[src/rtl/fetch_pkg.sv]
// fetch_pkg: shared widths, PC step, reset PC and FSM state type for the fetch stage
package fetch_pkg;
  localparam int PC_W = 9;
  localparam int INSTR_W = 32;
  localparam int PC_STEP = 4;
  localparam logic [PC_W-1:0] RESET_PC = '0;
  typedef enum logic [1:0] {S_BOOT, S_SEQ, S_SLOT} state_e;
endpackage

[src/rtl/fetch_next_pc.sv]
// fetch_next_pc: next fetch PC from sequential step, redirect target or pending delay-slot target
module fetch_next_pc #(
  parameter int PC_W = fetch_pkg::PC_W
) (
  input  logic [PC_W-1:0]  pc_i,
  input  fetch_pkg::state_e state_i,
  input  logic             redirect_i,
  input  logic             accept_i,
  input  logic             buf_valid_i,
  input  logic [PC_W-1:0]  target_i,
  input  logic [PC_W-1:0]  pend_tgt_i,
  output logic [PC_W-1:0]  pc_d_o
);
  import fetch_pkg::*;
  logic seq_redirect;
  assign seq_redirect = (state_i == S_SEQ) && redirect_i;
  // A redirect jumps now unless the delay slot is still to be fetched
  assign pc_d_o = (state_i == S_SLOT) ? (accept_i ? pend_tgt_i : pc_i) :
                  (seq_redirect && (buf_valid_i || accept_i)) ? target_i :
                  accept_i ? pc_i + PC_W'(PC_STEP) : pc_i;
endmodule

[src/rtl/instruction_fetch_unit.sv]
// instruction_fetch_unit: PC, imem handshake, one-entry fetch buffer and single-delay-slot redirects
module instruction_fetch_unit #(
  parameter int PC_W = fetch_pkg::PC_W,
  parameter int INSTR_W = fetch_pkg::INSTR_W,
  parameter logic [PC_W-1:0] RESET_PC = fetch_pkg::RESET_PC
) (
  input  logic               clk,
  input  logic               reset,
  input  logic               pc_load_enable,
  input  logic               branch_taken,
  input  logic [PC_W-1:0]    branch_target,
  input  logic               jump_taken,
  input  logic [PC_W-1:0]    jump_target,
  output logic               imem_req,
  output logic [PC_W-1:0]    imem_addr,
  input  logic [INSTR_W-1:0] imem_rdata,
  input  logic               imem_ready,
  output logic [INSTR_W-1:0] instr_out,
  output logic [PC_W-1:0]    pc_out,
  output logic               fetch_valid
);
  import fetch_pkg::*;
  state_e state_q, state_d;
  logic [PC_W-1:0] pc_q, pc_d, pend_q, pend_d, pco_q, pco_d;
  logic [INSTR_W-1:0] instr_q, instr_d;
  logic bv_q, bv_d;
  logic redirect, accept, consume, capture;
  logic [PC_W-1:0] tgt_raw, target;
  assign redirect = (state_q == S_SEQ) && (jump_taken || branch_taken);
  assign tgt_raw = jump_taken ? jump_target : branch_target;
  assign target = {tgt_raw[PC_W-1:2], 2'b00};
  assign imem_req = (state_q != S_BOOT) && (!bv_q || pc_load_enable);
  assign accept = imem_req && imem_ready;
  assign consume = bv_q && pc_load_enable;
  // With the delay slot already buffered, a same-cycle fetch is wrong-path
  assign capture = accept && !(redirect && bv_q);
  fetch_next_pc #(.PC_W(PC_W)) u_next_pc (
    .pc_i        (pc_q),
    .state_i     (state_q),
    .redirect_i  (redirect),
    .accept_i    (accept),
    .buf_valid_i (bv_q),
    .target_i    (target),
    .pend_tgt_i  (pend_q),
    .pc_d_o      (pc_d)
  );
  always_comb begin
    state_d = state_q;
    pend_d = pend_q;
    case (state_q)
      S_BOOT: state_d = S_SEQ;
      S_SEQ: if (redirect && !bv_q && !accept) begin
        state_d = S_SLOT;
        pend_d = target;
      end
      S_SLOT: state_d = accept ? S_SEQ : S_SLOT;
      default: state_d = S_BOOT;
    endcase
  end
  always_comb begin
    instr_d = capture ? imem_rdata : instr_q;
    pco_d = capture ? pc_q : pco_q;
    bv_d = capture ? 1'b1 : consume ? 1'b0 : bv_q;
  end
  always_ff @(posedge clk) begin
    if (reset) begin
      state_q <= S_BOOT;
      pc_q <= RESET_PC;
      pend_q <= '0;
      instr_q <= '0;
      pco_q <= '0;
      bv_q <= 1'b0;
    end else begin
      state_q <= state_d;
      pc_q <= pc_d;
      pend_q <= pend_d;
      instr_q <= instr_d;
      pco_q <= pco_d;
      bv_q <= bv_d;
    end
  end
  assign imem_addr = pc_q;
  assign instr_out = instr_q;
  assign pc_out = pco_q;
  assign fetch_valid = bv_q;
endmodule

[config.mk]
export PLATFORM = sky130hd
export DESIGN_NAME = instruction_fetch_unit
export DESIGN_NICKNAME = d
export VERILOG_FILES = /design/src/rtl/fetch_pkg.sv /design/src/rtl/fetch_next_pc.sv /design/src/rtl/instruction_fetch_unit.sv
export SDC_FILE = /design/constraint.sdc
export NUM_CORES = 1
export LEC_CHECK = 0
export ABC_AREA = 1
export BUFFER_PORTS_ARGS = -buffer_cell sky130_fd_sc_hd__buf_2
export CORE_UTILIZATION = 50
export CTS_CLUSTER_DIAMETER = 100
export CTS_CLUSTER_SIZE = 24
export DETAILED_ROUTE_END_ITERATION = 16
export PLACE_DENSITY = 0.84
export SYNTH_ARGS = -nofsm -noshare
export SYNTH_HDL_FRONTEND = slang
export SYNTH_SLANG_ARGS = --single-unit
[constraint.sdc]
create_clock -name clk -period 2.3 [get_ports clk]
set_input_delay 0.115 -clock clk [delete_from_list [all_inputs] [get_ports clk]]
set_output_delay 0.115 -clock clk [all_outputs]
set_load 0.02 [all_outputs]
==> metrics.md <==
| Metric | Value |
|---|---|
| Run status | finished, final reports clean |
| Setup crit start kind | flip-flop |
| Clk buf depth | 2 |
| Worst hold path type | in2reg |
| Routed vias | 2385 |
| Psw | 0.892 mW |
| Pint | 1.72 mW |
| RD Place Congestion | 0.819 |
| Pin count of the biggest net entering global routing | 45 |
| Cell Rows | 24 |
| EDFF count, synth | 0 |
| Die width | 71.6 um |
| Seq pwr share | 46.0% |
| Total GRT Usage | 22.3% |
| Crit Reg-Reg Endpoint | pend_q[3]$_SDFFE_PP0P_ |
| CP Max Fanout | 16 |
| Yosys warning count | 0 |
| Worst EP required | 2540 ps |
| Antenna-violating nets left | 0 |
| Final hold violation count | 0 |
| RSZ-0062 raised after global routing | false |
| Post-CTS Setup Bufs | 0 |
| Post-synthesis adder-cell area fraction | 0.517% |
| Synth Area in Compound Gates | 17.5% |
| Hold path endpoint | instr_out[28]$_SDFFE_PP0P_ |
| Worst R2R Start | state_q[0]$_SDFFE_PP0P_ |
| Fmax | 567 MHz |
| Global-route wire length before repair | 9230 um |
| Setup skew after layout | 3.68 ps |
| Clock power frac | 25.3% |
| Post-CTS sizing | 0 |
| Core ar. | 4500 um2 |
| Final Max Slew Viols | 0 |
| Final setup viols | 0 |
| Post-synthesis xor/xnor area fraction | 0.724% |
| Htree depth | 2 |
| Initial antenna violation count | 0 |
| Hold Path Origin | imem_rdata[28] |
| Total congestion overflow | 0 |
| Vias per cell | 5.03 |
| Syn Area/Cell | 7.29 um2 |
| Synth-to-Final Area Change | 24.1% |
| Port Buffer Count | 99 |
| Simple-Gate Fraction of Synth Area | 25.0% |
| CP arrival | 2000 ps |
| Starting Density | 53.7% |
| DRT iter0 DRCs | 119 |
| Async set-reset flop share out of synthesis | 0% |
| Period utilisation layout | 76.7% |
| Clk sinks | 56 |
| Fin crit period | 1760 ps |
| Diodes inserted | 0 |
| Post-synthesis mux area share | 0.827% |
| Worst skew pair latency | 300 ps |
| Leakage | 1.54 nW |
| CTS tree | built |
| Largest family of logic cells by synthesized area | simple AND/OR/NAND/NOR gates |
| Finished Layout Cells | 474 |
| Net Sw Frac | 34.2% |
| Placed cell areas | 2880 um2 |
| Post-layout util | 66.7% |
| Final WL | 5560 um |
| Vias in the first global route | 2098 |
| Final Instance Area | 3000 um2 |
| Sequential-to-total area share from yosys stat | 46.3% |
| Cell Area, Synth | 2420 um2 |
| Gate Count Post-Synth | 332 |
| Placed Cells | 466 |
| Pwr dens | 869 nW/um2 |
| Crit. Startpoint | state_q[0]$_SDFFE_PP0P_ |
| Max_cap viols | 0 |
| WHS Path Cells | 3 |
| Detailed Place HPWL | 3960 um |
| Worst VDD drop | 0.000778 V |
| Drt wl/cell | 11.7 um |
| Register clock-pin slew on the reported worst setup and hold paths | 100 ps |
| Worst reg2reg path depth | 5 |
| Primary FF master, synth | dfxtp_1 |
| Combinational share of power | 28.8% |
| I/O Pins | 108 |
| Nets | 478 |
| Worst reg2reg setup slack | 540 ps |
| Chip Height | 71.6 um |
| CTS root buf | clkbuf_8 |
| Die area | 5120 um2 |
| Synth unique cells | 25 |
| Measured slew at the worst slew-check pin | 598 ps |
| WS Path Type | reg2reg |
| Worst Setup End Kind | flip-flop |
| DRC viols | 0 |
| Layout cells sized above 1 | 29.9% |
| # hold bufs at CTS | 0 |
| Setup TNS | 0 ps |
| Drt pass-1 iters | 4 |
| Post-synthesis register bit count | 56 |
| CTS buffer count | 5 |
| Relative slew slack | 60.1% |
-- sequential cells by signal (all words and copies together), names as in the netlist --
signal and count:
pend_q 7, instr_out 32, fetch_valid 1, imem_addr 7, state_q 2, pc_out 7
-- cells in the final DEF, fill, tap and decap left out, drive strengths merged --
master,count
or2,2
clkbuf,6
and2,1
conb,4
nor2,85
o21ai,56
clkinv,1
nand3,18
nand2,36
xor2,2
a21oi,24
dfxtp,56
mux2i,2
ha,1
bufinv,1
nor3,1
buf,101
inv,25
-- critical path: stages (launching register included) --
cell and delay, ps:
dfxtp_1 370, inv_2 70, nor3_4 470, nand3_2 370, or2_0 310, a21oi_1 120
-- cell type report --
class | instances | area (um2)
well taps | 52 | 65.1
clock buffers | 6 | 82.6
fillers | 404 | 1500
multi-input cells | 232 | 1090
repair buffers | 101 | 510
flip-flops and latches | 56 | 1120
inverters | 25 | 93.8
clock inverters | 2 | 38.8
-- layer usage --
metal / routed length, um / vias to the layer above / global-route usage (%)
met4: 38 / 0 / 4.58
met2: 2800 / 72 / 40.2
met3: 296 / 5 / 4.64
met5: 0 / - / 0
li1: - / 1231 / -
met1: 2420 / 1077 / 27.5
-- per-stage QoR --
step	setup WS (ps)	hold slack, ps	total power [mW]
3_3_place_gp	639	335	1.95
2_1_floorplan	855	250	1.75
6_report	536	33.2	2.61
4_1_cts	540	24.5	2.63
3_5_place_dp	565	341	1.97
5_1_grt	346	28.7	2.77
-- synthesized netlist by cell type (all sizes together) (2+ instances only) --
cell,instances,share of area [%]
nand3,18,4.1
buf,15,4.0
dfxtp,56,46
inv,25,3.9
nand2,36,5.9
or2,2,0.52
nor2,85,13
a21oi,24,5.9
xor2,2,0.72
clkbuf,7,1.1
mux2i,2,0.83
o21ai,56,12
-- cells by family (layout without fill, tap and decap cells) --
logic type,after synthesis,in the layout
AO/OA/AOI/OAI,80,80
multiplexers,2,2
XOR/XNOR,2,2
flip-flops,56,56
buffers and inverters,47,134
other,1,4
adder cells (fa/ha/maj),1,1
AND/OR/NAND/NOR,143,143
-- worst max-delay path by stage --
stage                                      end  depth (start not counted)
finish                  pend_q[3]$_SDFFE_PP0P_                          5
global route        instr_out[22]$_SDFFE_PP0P_                          6
detailed placement      pend_q[3]$_SDFFE_PP0P_                          6
floorplan            imem_addr[4]$_SDFFE_PP0P_                          7
global placement    instr_out[25]$_SDFFE_PP0P_                          6
CTS                     pend_q[3]$_SDFFE_PP0P_                          5
-- power by group through the flow --
stage	clock network [mW]	registers [mW]	logic, mW
3_3_place_gp	0	1.21	0.734
5_1_grt	0.715	1.22	0.839
2_1_floorplan	0	1.36	0.399
4_1_cts	0.678	1.20	0.756
6_report	0.659	1.20	0.751
3_5_place_dp	0	1.22	0.752
Note: power is estimated with default switching activity, not from simulation.
